[config.mk]
export PLATFORM = sky130hd
export DESIGN_NAME = dacx311_feeder
export DESIGN_NICKNAME = d
export VERILOG_FILES = /design/src/rtl/dacx311_feeder_pkg.sv /design/src/rtl/dacx311_feeder_sync_fifo.sv /design/src/rtl/dacx311_feeder.sv
export SDC_FILE = /design/constraint.sdc
export NUM_CORES = 1
export LEC_CHECK = 0
export CAP_MARGIN = 5
export CORE_AREA = 2 2 111 86
export DETAILED_ROUTE_END_ITERATION = 8
export DIE_AREA = 0 0 113 88
export PLACE_DENSITY = 0.57
export SYNTH_ARGS = -nofsm -noshare
export SYNTH_HDL_FRONTEND = slang
export SYNTH_SLANG_ARGS = --single-unit
[constraint.sdc]
create_clock -name clk -period 5.2 [get_ports clk]
set_input_delay 1.04 -clock clk [delete_from_list [all_inputs] [get_ports clk]]
set_output_delay 1.04 -clock clk [all_outputs]
set_load 0.05 [all_outputs]
[src/rtl/dacx311_feeder_pkg.sv]
// Shared types and constants for the DACx311 sample feeder.
package dacx311_feeder_pkg;

  localparam int DAC_BITS   = 12;
  localparam int UNDERRUN_W = 16;

  // Power-down field encodings as the DACx311 expects them
  localparam logic [1:0] PD_NORMAL = 2'd0;
  localparam logic [1:0] PD_1K     = 2'd1;
  localparam logic [1:0] PD_100K   = 2'd2;
  localparam logic [1:0] PD_HIZ    = 2'd3;

  typedef logic [DAC_BITS-1:0]   dac_code_t;
  typedef logic [1:0]            pd_t;
  typedef logic [UNDERRUN_W-1:0] underrun_t;

  // Increment that sticks at all-ones instead of wrapping
  function automatic underrun_t sat_inc(input underrun_t v);
    return (v == '1) ? v : underrun_t'(v + 1'b1);
  endfunction

endpackage

[src/rtl/dacx311_feeder_sync_fifo.sv]
// Single-clock FIFO with registered occupancy and synchronous flush.
// The head is a plain read of the storage at rd_ptr, so a pushed word
// becomes visible at the head on the cycle after it is written.
module sync_fifo #(
  parameter int WIDTH      = 12,
  parameter int DEPTH_LOG2 = 2
) (
  input  logic                  clk,
  input  logic                  reset,
  input  logic                  flush,
  input  logic                  push,
  output logic                  push_ready,
  input  logic [WIDTH-1:0]      push_data,
  input  logic                  pop,
  output logic                  not_empty,
  output logic [WIDTH-1:0]      head,
  output logic [DEPTH_LOG2:0]   level
);

  localparam int DEPTH = 1 << DEPTH_LOG2;
  localparam logic [DEPTH_LOG2:0] FULL_LVL = {1'b1, {DEPTH_LOG2{1'b0}}};

  logic [WIDTH-1:0]      mem [DEPTH];
  logic [DEPTH_LOG2-1:0] wr_ptr;
  logic [DEPTH_LOG2-1:0] rd_ptr;
  logic                  do_push;
  logic                  do_pop;

  // Flush swallows any push or pop presented on the same edge
  assign push_ready = (level < FULL_LVL);
  assign not_empty  = (level != '0);
  assign do_push    = push && push_ready && !flush;
  assign do_pop     = pop && not_empty && !flush;
  assign head       = mem[rd_ptr];

  // Storage write; contents need no reset since level gates every read
  always_ff @(posedge clk) begin
    if (do_push && !reset)
      mem[wr_ptr] <= push_data;
  end

  // Pointers wrap modulo depth; level carries the extra bit for full
  always_ff @(posedge clk) begin
    if (reset || flush) begin
      wr_ptr <= '0;
      rd_ptr <= '0;
      level  <= '0;
    end else begin
      if (do_push) wr_ptr <= wr_ptr + 1'b1;
      if (do_pop)  rd_ptr <= rd_ptr + 1'b1;
      case ({do_push, do_pop})
        2'b10:   level <= level + 1'b1;
        2'b01:   level <= level - 1'b1;
        default: level <= level;
      endcase
    end
  end

endmodule

[src/rtl/dacx311_feeder.sv]
// Sample buffer in front of the DACx311 SPI driver. Samples queue in a
// small FIFO; the DAC word and power-down field are only updated on the
// end-of-frame pulse so they hold steady for the whole next SPI frame.
module dacx311_feeder
  import dacx311_feeder_pkg::*;
#(
  parameter int DEPTH_LOG2 = 2
) (
  input  logic                  clk,
  input  logic                  reset,
  input  logic                  selected,
  input  logic                  ready,
  input  logic                  flush,
  input  logic                  in_valid,
  output logic                  in_ready,
  input  logic [DAC_BITS-1:0]   in_data,
  input  logic [1:0]            pd_req,
  output logic [DAC_BITS-1:0]   data_out,
  output logic [1:0]            pd_out,
  output logic [DEPTH_LOG2:0]   level,
  output logic [UNDERRUN_W-1:0] underrun_cnt
);

  dac_code_t head;
  logic      not_empty;
  logic      take;
  logic      starve;
  logic      sel_unused;

  // The frame boundary is the ready pulse alone; a ready arriving with
  // slave select already dropped is still a boundary, so select is not used.
  assign sel_unused = selected;

  assign take   = ready && !flush && not_empty;
  assign starve = ready && !flush && !not_empty;

  sync_fifo #(
    .WIDTH      (DAC_BITS),
    .DEPTH_LOG2 (DEPTH_LOG2)
  ) u_fifo (
    .clk        (clk),
    .reset      (reset),
    .flush      (flush),
    .push       (in_valid),
    .push_ready (in_ready),
    .push_data  (in_data),
    .pop        (ready),
    .not_empty  (not_empty),
    .head       (head),
    .level      (level)
  );

  // Frame-boundary latch: power-down follows the request every frame,
  // data only advances when a sample is actually waiting
  always_ff @(posedge clk) begin
    if (reset) begin
      data_out <= '0;
      pd_out   <= PD_HIZ;
    end else if (ready) begin
      pd_out <= pd_req;
      if (take) data_out <= head;
    end
  end

  // Count frames that found the FIFO empty; flushed frames are not starved
  always_ff @(posedge clk) begin
    if (reset)
      underrun_cnt <= '0;
    else if (starve)
      underrun_cnt <= sat_inc(underrun_cnt);
  end

endmodule

# ---- After elaboration in Yosys (flattened, before gate mapping)
# Memories as Yosys holds them, arrays and structs flattened. A register that Yosys moved wholly into a read port is not among the register bits.
# Cells that the tools add are included.
dict set report word_totals {
  mem_count 1
  out_inout_bits 34
  regBits 25
  ram_bits 48
  elab_cells 35
  input_bits 20
}
# name words word_bits rd rd_clocked_by_memory_dff wr line
set mem_list {}
lappend mem_list {u_fifo.mem 4 12 1 1 1 dacx311_feeder_sync_fifo.sv:23} ;# logic [WIDTH-1:0] mem [DEPTH];
dict set report op_classes {
  n_lt_le_gt_ge 1
  mux 3
  n_bitwise 1
  addsub 5
  eq_ne 3
  n_reduce_logical 16
}
# operator count
set ops {}
lappend ops {{adder 16 x 1 -> 16 bit (second input constant)} 1}
lappend ops {{== test 16 bit (second input constant)} 1}
lappend ops {{logical AND 1 bit} 8}
lappend ops {{case mux 3 bit (2 select lines)} 1}
lappend ops {{adder 2 x 1 -> 2 bit (second input constant)} 2}
lappend ops {{AND reduction 2 bit} 2}
lappend ops {{adder 3 x 1 -> 3 bit (second input constant)} 1}
lappend ops {{logical NOT 1 bit} 3}
lappend ops {{< comparator 3 bit (second input constant)} 1}
lappend ops {{nonzero test 3 bit} 1}
lappend ops {{subtractor 3 x 1 -> 3 bit (second input constant)} 1}
lappend ops {{== test 2 x 1 -> 1 bit (second input constant)} 1}
lappend ops {{== test 2 bit (second input constant)} 1}
lappend ops {{2-to-1 mux 1 bit} 2}
lappend ops {{nonzero test 2 bit} 1}
lappend ops {{logical OR 1 bit} 1}
lappend ops {{inverter 1 bit} 1}

# ---- Longest topological paths before layout
# Gate-level depths: netlist (run 1).
dict set report depth {
  depth_word 6
  depth_mapped 10
  depth_no_buf 9
}

# ---- Hierarchy
# A second synthesis (run 1) with hierarchy kept.
dict set report unflattened {
  cells_unflattened 255
  area_unflattened_um2 3562.2
}
# mod n_inst cells_per_inst area_each_um2
set modules_own_cells {}
lappend modules_own_cells {sync_fifo 1 114 2225.9}
lappend modules_own_cells {dacx311_feeder 1 141 1336.3}

# ---- Worst setup path before layout (run 1)
# No wires, ideal clock.
dict set report synth_timing {
  path_type {input port to flip-flop}
  start {input port ready}
  end {register u_fifo.level[2]}
  t_arrival_ns 2.977
  setup_slack_ns 2.153
  stages 10
  path_buffers 1
  required_ns 5.130
  cell_sequence {nor2b_1 > nand2_1 > inv_1 > buf_1 > ha_1 > inv_1 > fa_1 > xor2_1 > or3_1 > a21oi_1}
}
dict set report synth_via {
  elab_chain_cells 4
  elab_cells_between_ends 6
}
# item line
set synth_lines {}
lappend synth_lines {{start: declaration} dacx311_feeder.sv:12} ;# input logic ready,
lappend synth_lines {{logical AND 1 bit * (2 in series)} dacx311_feeder_sync_fifo.sv:33} ;# assign do_pop = pop && not_empty && !flush;
lappend synth_lines {{net u_fifo.do_pop} dacx311_feeder_sync_fifo.sv:27} ;# logic do_pop;
lappend synth_lines {{== test 2 x 1 -> 1 bit or == test 2 bit (tied branches)} dacx311_feeder_sync_fifo.sv:51} ;# case ({do_push, do_pop})
lappend synth_lines {{case mux 3 bit (2 select lines) or nonzero test 2 bit (tied branches)} -}
lappend synth_lines {{end signal: assignment} dacx311_feeder_sync_fifo.sv:52} ;# 2'b10: level <= level + 1'b1;
lappend synth_lines {{end signal: assignment} dacx311_feeder_sync_fifo.sv:53} ;# 2'b01: level <= level - 1'b1;
lappend synth_lines {{end signal: assignment} dacx311_feeder_sync_fifo.sv:54} ;# default: level <= level;
lappend synth_lines {{end: declaration} dacx311_feeder_sync_fifo.sv:17} ;# output logic [DEPTH_LOG2:0] level
# Mark *: on every way through the listed nets, which the timed path passes. The rest lies on a longest branch.
# A chain may end at the register's enable or synchronous reset.

# ---- Final worst setup path (run 1)
dict set report layout_timing {
  start {input port ready}
  end {register u_fifo.level[2]}
}
dict set report layout_via {
  elab_chain_cells 4
  elab_cells_between_ends 6
}
# item line
set layout_lines {}
lappend layout_lines {{logical AND 1 bit * (2 in series)} dacx311_feeder_sync_fifo.sv:33}
lappend layout_lines {{== test 2 x 1 -> 1 bit or == test 2 bit (tied branches)} dacx311_feeder_sync_fifo.sv:51}
lappend layout_lines {{case mux 3 bit (2 select lines) or nonzero test 2 bit (tied branches)} -}
# Every way passes the cells marked *; elsewhere a longest branch is shown, timed or not.

==> results, run 1 <==
- The number of warnings reported in the yosys synthesis log is 0.
- The final reports fail on DRC.
- The design draws 1.373 mW.
- The weighted congestion reported at the end of routability-driven placement is 0.7839.
- The number of nets still failing antenna checks after routing is 0.
- The share of the yosys chip area belonging to registers is 63.21%.
- The routed via count is 2,231.
- The die width is 113 µm.
- The diode insertion count for antenna repair is 0.
- At the end of the flow, the number of nets in the layout was 350.
- The largest vdd supply drop is 191.5 µV.
- The number of buffers inserted for hold repair after clock tree synthesis is 0.
- The beginning of the worst register-to-register path is u_fifo.level[2].
- In this run the number of H-tree levels came out at 3.
- During I/O placement, the number of pins put on the boundary was 54.
- The tightest hold path in the finished design has a slack of 455.6 ps.
- The top cell type by area accounts for 41.75% of the synthesized area.
- The number of sinks on the clock net is 85.
- During placement, the flow inserted port buffers numbering 52.
- After routing, the total negative slack on setup checks comes to 0 ps.
- The finished cells cover 4358 µm².
- In this run the worst hold path is classified as reg -> reg.
- At the later pin of the worst-skew pair, clock insertion delay measures 330 ps.
- The start-to-end type of the worst setup path is in -> reg.
- The setup slack after placement is 1072 ps.
- The placed wire-length estimate after detailed placement is 4428 µm.
- The total standard cell area after synthesis is 3452 µm².
- The tree is rooted in a clkbuf_16.
- The first routing iteration left 120 violations.
- For this run, the total global-route usage over all layers was measured as 14.22%.
- The maximum buffer depth of the clock tree is 2.
- The flip-flop and latch count after synthesis is 85.
- The floorplan die height is 88 µm.
- The flow ran to the end, but the final reports show violations.
- By instance count, the cell type seen most on the critical path is inv_1.
- The first TritonRoute pass finished after 6 iterations.
- The critical path goes through clkdlybuf4s50_1, nor2b_1, nand2_1, inv_1, ha_1, inv_1, fa_1, xor2_1, or3_1, a21oi_1.
- The part of the cycle the worst path needs is 71.76%.
- Post-CTS repair changed the size of 0 cells.
- The count of final setup violators is 0.
- The XOR/XNOR share of the synthesized area is 1.269%.
- The worst setup path is captured at a flip-flop.
- Global routing finished with a remaining overflow of 0.
- The core region is 8859 µm².
- The post-synthesis cell count is 269.
- The post-synthesis share of cell area spent on full adders, half adders and majority gates is 2.755%.
- The global-route met1 utilization is 19.40%.
- The setup skew after layout is 8.131 ps.
- The data required time at the worst endpoint is 5460 ps.
- The number of cell instances on the worst register-to-register path is 9.
- The biggest area contributor in the post-synthesis netlist is edfxtp_1.
- The clock tree from TritonCTS is built.
- The critical path starts at ready.
- The ratio of total power to cell area is 315.1 nW/µm².
- The slowest stage of the critical path is the clkdlybuf4s50_1 cell.
- The most used flip-flop cell after synthesis is edfxtp_1.
- In this run the worst setup path terminates at u_fifo.level[2].
- Timing would allow up to 0.2680 GHz.
- Cells with a size suffix above 1 make up 11.28% of the layout.
- Row generation in the floorplan step produced 30 rows.
- The reg2reg setup slack is 2540 ps.
- After clock tree synthesis, the setup repair step added 0 buffers.
- The number of pins exceeding their max-slew limit in the final report is 0.
- In this run the cell area measured after placement is 4083 µm².
- Counting flops with a built-in enable in the synthesized netlist gives 48.
- The delay of the slowest cell on the worst path is 550 ps.
- The number of nets in the synthesized netlist is 296.
- The largest family of logic cells by synthesized area is simple AND/OR/NAND/NOR gates.
- Across the run, the number of max-cap violations was 0.
- The cell count of the worst hold path is 2.
- For the pin with the worst max-slew slack, the measured transition is 916.7 ps.
- The routed design could run at a clock period as short as 3731 ps.
- The number of library cell types mapped by synthesis is 37.
- The worst endpoint data arrival time is 4000 ps.
- The post-synthesis mux area share is 9.714%.
- In this run the worst path has a maximum fanout of 14.
- The post-synthesis compound-gate area fraction is 6.705%.
- The number of global-route vias before repair came to 2,037.
- Cells fill 49.19% of the core in the end.
- Leaving out filler cells and counting taps, the final layout contains 440.
- The final layout contains routed wiring with a total length of 6633 µm.
- The CTS clock-pin slew for the worst setup and hold paths is 60 ps.
- The routing layer with the top usage in global route is met2.
- The average instance area after synthesis is 12.83 µm².
- In this run, CTS created clock tree buffers numbering 9.
- Compared with the post-synthesis result, the final layout area differs by 26.24%.
- For this run, global-route usage on met3 was measured as 5.467%.
- The first global-routing pass estimated 10,580 µm of wire.
- Entering global routing, the biggest net connects 33 pins.
- The worst setup margin is 1469 ps.
- The starting density of the core is 38.97%.
- The end of the worst register-to-register path is u_fifo.level[2].
- For this run, asynchronously set or reset flops after synthesis account for 0%.
- The worst setup path is launched from an input pin.
- The count of unresolved DRC violations after routing is 3.
- After synthesis, the cell types taking the most area are edfxtp_1 (42%), dfxtp_1 (21%), mux4_2 (7.8%).
- Setup repair after global routing left no endpoint under its margin.
- The initial antenna violation count is 0.
- Summed over all cells, the static leakage comes to 1.399 nW.
- Global routing used 20.90% of the available met2 tracks.
- The floorplan step defined a die boundary enclosing 9944 µm².
- The number of placed instances, taps included, is 424.
- The routed wirelength normalized by instance count is 15.08 µm.
- The per-cell via count in the routed design is 5.070.
- The number of hold violations in the final report came to 0.
- The basic-gate share of the synthesized area counting and, or, nand and nor cells is 13.63%.
- The worst pin sits at a relative slew slack of 38.76%.
[worst max-delay path: cells and delay by family]
kind | cells | cell delay [ps]
fa+ha+maj | 2 | 650
simple gates | 3 | 960
xor+xnor | 1 | 160
buf+inv | 3 | 1040
compound gates | 1 | 140
[state kept, by name, indices dropped and copies added, names as in the netlist]
name and count:
underrun_cnt 16, u_fifo.wr_ptr 2, u_fifo.mem 48, data_out 12, u_fifo.rd_ptr 2, u_fifo.level 3
pd_out 2
[Yosys cell counts (all sizes together), types with 2 or more instances]
cell type and number:
edfxtp 48, dfxtp 37, nand2 34, a21oi 25, inv 13, nor2 13, mux4 12, clkbuf 6
ha 6, or3 6, and3 5, buf 5, nor2b 5, nor3 5, o21ai 5, o31ai 5
or4 5, mux2 4, nand3 4, nand4 4, xor2 3, and4 2, mux2i 2, nor4 2
nor4b 2, o211ai 2, xnor2 2
[kinds of logic (layout without fill, tap and decap cells)]
group / after synthesis / after routing
AND/OR/NAND/NOR: 90 / 90
adder cells (fa/ha/maj): 7 / 7
XOR/XNOR: 5 / 5
buffers and inverters: 24 / 83
flip-flops: 85 / 85
multiplexers: 18 / 18
AO/OA/AOI/OAI: 40 / 40
[final cells by class]
class	instances	area [µm²]
Fill cell	787	4501
Tap cell	112	140.1
Clock inverter	6	46.29
Sequential cell	85	2182
Multi-Input combinational cell	160	1176
Inverter	13	48.80
Timing Repair Buffer	54	535.5
Clock buffer	10	229.0
[layout by cell type (no fill, tap or decap), drive strengths merged, types with 2 or more instances in the layout]
cell,count
clkbuf,10
o21ai,5
mux2,4
xnor2,2
a21oi,25
and4,2
or3,6
nor4,2
and3,5
o211ai,2
nand3,4
buf,2
inv,15
mux4,12
xor2,3
mux2i,2
nand4,4
nor2b,5
edfxtp,48
nor3,5
clkdlybuf4s50,52
nor2,13
clkinv,3
or4,5
dfxtp,37
nor4b,2
ha,6
o31ai,5
nand2,34
[where the power goes]
part	switching [mW]	leakage [nW]	internal, mW	total [mW]
clock	0.260	0.131	0.327	0.587
sequential	0.00442	0.733	0.717	0.721
combinational	0.0374	0.535	0.0280	0.0654
total	0.302	1.40	1.07	1.37
[how the worst min path moves through the flow]
stage	slack [ps]	from	to
detailed placement	450	data_out[2]	data_out[2]
CTS	460	data_out[2]	data_out[2]
global placement	450	data_out[2]	data_out[2]
finish	460	data_out[2]	data_out[2]
global route	480	data_out[2]	data_out[2]
floorplan	540	u_fifo.wr_ptr[0]	u_fifo.wr_ptr[0]
[routing by layer]
metal,vias to the layer above,wire length [µm]
met3,6,364
met4,0,74
met5,-,0
met2,53,2928
met1,1066,3265
li1,1106,-
Note: power is estimated with default switching activity, not from simulation.
==> inputs of run 2 (changes only) <==
- PLACE_DENSITY: 0.57 -> 0.6
- clock period: 5.2 -> 3.1 ns (I/O delays scaled with it)
==> run 2 against run 1 <==
  * The run still ends with DRC left
  * Global-route usage is 0.61 points higher
  * Clock power rose by 75%
  * Worst setup slack worse by 900 ps
  * Flip-flop and latch count did not move
  * Register-to-register slack got worse by 1500 ps
==> results, run 2 (synthesis results as in run 1) <==
- The final wirelength was 6838 µm (was 6633 µm).
- The routed via count came to 2,268 (was 2,231).
- The area added between synthesis and finish came to 28.67% (was 26.24%).
- The cell at the root of the clock tree is clkbuf_16 (unchanged).
- The transition time of the tightest slew-check pin is 702.3 ps (was 916.7 ps).
- The ratio of total power to cell area is 529.9 nW/µm² (was 315.1 nW/µm²).
- The length of the first detailed-routing pass in iterations is 6 (unchanged).
- The core outline area came to 8859 µm² (unchanged).
- The reg2reg setup slack is 1040 ps (was 2540 ps).
- The largest vdd supply drop is 405.0 µV (was 191.5 µV).
- The end point of the most critical hold path is data_out[6] (was data_out[2]).
- The total of fill cells in the finished design is 771 (was 787).
- The overall die area came to 9944 µm² (unchanged).
- The static power due to leakage came to 1.456 nW (was 1.399 nW).
- The count of unresolved DRC violations after routing is 2 (was 3).
- The count of final setup violators was 0 (unchanged).
- The worst min-delay path category is reg -> reg (unchanged).
- The critical path launch point type is an input pin (unchanged).
- The H-tree depth is 3 (unchanged).
- The endpoint class of the critical path is a flip-flop (unchanged).
- The number of pins exceeding their max-slew limit in the final report is 0 (unchanged).
- Static timing analysis puts the maximum clock frequency at 0.3956 GHz.
- Violations in the final reports: DRC (unchanged).
- The most common cell after layout, fill and taps aside is clkdlybuf4s50_1 (unchanged).
- The quantity of I/O buffers inserted on ports is 52 (unchanged).
- The clock period minus final worst setup slack is 2528 ps.
- The number of buffers inserted by post-CTS setup repair is 0 (unchanged).
- The global-route wire length before repair is 11,210 µm (was 10,580 µm).
- The placed cell area is 4150 µm² (was 4083 µm²).
- The largest register by flop count is u_fifo.mem (unchanged).
- The number of global-route vias before repair is 2,164 (was 2,037).
- The post-route core utilization came to 50.14% (was 49.19%).
- The max capacitance violation total came to 0 (unchanged).
- The count of boundary I/O pins is 54 (unchanged).
- The total number of placement rows is 30 (unchanged).
- The number of buffers added by the clock tree synthesis step is 9 (unchanged).
- The starting density of the core is 38.97% (unchanged).
- The placed wire-length estimate after detailed placement was 4581 µm (was 4428 µm).
- Most frequent cells in the layout: clkdlybuf4s50_1 (52), edfxtp_1 (48), dfxtp_1 (37) (unchanged).
- Result of the run: finished, violations left (unchanged).
- The data required time at the worst endpoint is 3380 ps (was 5460 ps).
- The final design instance area without fill was 4442 µm² (was 4358 µm²).
- The end of the worst register-to-register path is u_fifo.level[2] (unchanged).
- The die width is 113 µm (unchanged).
- The final worst hold slack is 459.2 ps (was 455.6 ps).
- The accumulated negative setup slack was 0 ps (unchanged).
- The post-cts sizing count is 0 (unchanged).
- The source-to-sink clock delay at the later pin of the worst-skew pair is 340 ps (was 330 ps).
- The maximum buffer depth of the clock tree was 2 (unchanged).
- The worst endpoint data arrival time is 2800 ps (was 4000 ps).
- The maximum fanout along the worst path is 4 (was 14).
- Biggest regs: u_fifo.mem: 48 flops, underrun_cnt: 16 flops, data_out: 12 flops (unchanged).
- The per-cell via count in the routed design came to 5.051 (was 5.070).
- The net count of the finished layout came to 359 (was 350).
- The clock tree from TritonCTS is built (unchanged).
- The worst hold path startpoint is data_out[6] (was data_out[2]).
- The largest net degree at the start of global routing is 32 (was 33).
- The worst slew margin relative to its limit is 53.12% (was 38.76%).
- The number of buffers inserted for hold repair after clock tree synthesis was 0 (unchanged).
- The starting DRC count in detailed routing is 149 (was 120).
- The floorplan die height came to 88 µm (unchanged).
- The flip-flop count of the largest register after layout is 48 (unchanged).
- The routed wirelength normalized by instance count was 15.23 µm (was 15.08 µm).
- The fraction of layout cells with a size suffix above 1 is 14.24% (was 11.28%).
- The global-route usage over all layers came to 14.83% (was 14.22%).
- The final critical path takes up 81.55% of the cycle.
- The weighted congestion reported at the end of routability-driven placement is 0.8138 (was 0.7839).
- The cell count of the worst hold path is 2 (unchanged).
- The number of cell instances on the worst register-to-register path came to 9 (unchanged).
- The setup skew after layout came to 7.746 ps (was 8.131 ps).
- Setup repair after global routing missed its margin: no (unchanged).
- The number of hold violations in the final report is 0 (unchanged).
- The CTS clock-pin slew for the worst setup and hold paths is 70 ps (was 60 ps).
- The initial antenna violation count is 0 (unchanged).
- The start-to-end type of the worst setup path was in -> reg (unchanged).
- The number of nets still failing antenna checks after routing is 0 (unchanged).
- The diode insertion count for antenna repair is 0 (unchanged).
- The number of sinks on the clock net is 85 (unchanged).
- The final global-route overflow total came to 0 (unchanged).
- The beginning of the worst register-to-register path was u_fifo.level[2] (unchanged).
run 2: routing by layer:
metal / GRT usage, % / wire (µm) / vias to the layer above
met5: 0 / 0 / -
met4: 5.432 / 99 / 0
met3: 5.121 / 254 / 7
met2: 21.94 / 3034 / 38
met1: 20.41 / 3449 / 1095
li1: - / - / 1128
run 2: metrics by stage:
stage	std cells	total power, mW	setup slack [ps]
finish	449	2.354	572.1
global route	449	2.442	425.6
CTS	449	2.387	564.7
detailed placement	433	1.348	208.3
global placement	433	1.347	263.5
floorplan	269	1.290	411.1
run 2: layout make-up:
type / count / area [µm²] / area share (%)
clock inverter: 7 / 66.31 / 1.493
inverter: 13 / 48.80 / 1.099
multi-input combinational: 160 / 1176 / 26.48
clock buffer: 9 / 225.2 / 5.070
timing repair buffer: 63 / 603.1 / 13.58
tap: 112 / 140.1 / 3.155
sequential: 85 / 2182 / 49.13
run 2: critical path, stage by stage:
cell	delay, ps
clkdlybuf4s50_1	550
nor2b_1	230
nand2_1	100
inv_1	80
ha_1	180
inv_1	60
fa_1	370
xor2_1	160
or3_1	310
a21oi_1	140
run 2: worst max path at each step:
stage	end	from	cells after the start	slack [ps]
2_1_floorplan	u_fifo.level[2]	u_fifo.level[2]	10	410
3_3_place_gp	u_fifo.level[2]	ready	10	260
3_5_place_dp	u_fifo.level[2]	ready	10	210
4_1_cts	u_fifo.level[2]	ready	10	560
5_1_grt	u_fifo.level[2]	ready	10	430
6_report	u_fifo.level[2]	ready	10	570
run 2: where the power goes:
part           leakage [nW]  switching (mW)  internal [mW]
combinational         0.582          0.0636         0.0500
clock                 0.141           0.470          0.560
sequential            0.733         0.00752           1.20
total                  1.46           0.542           1.81
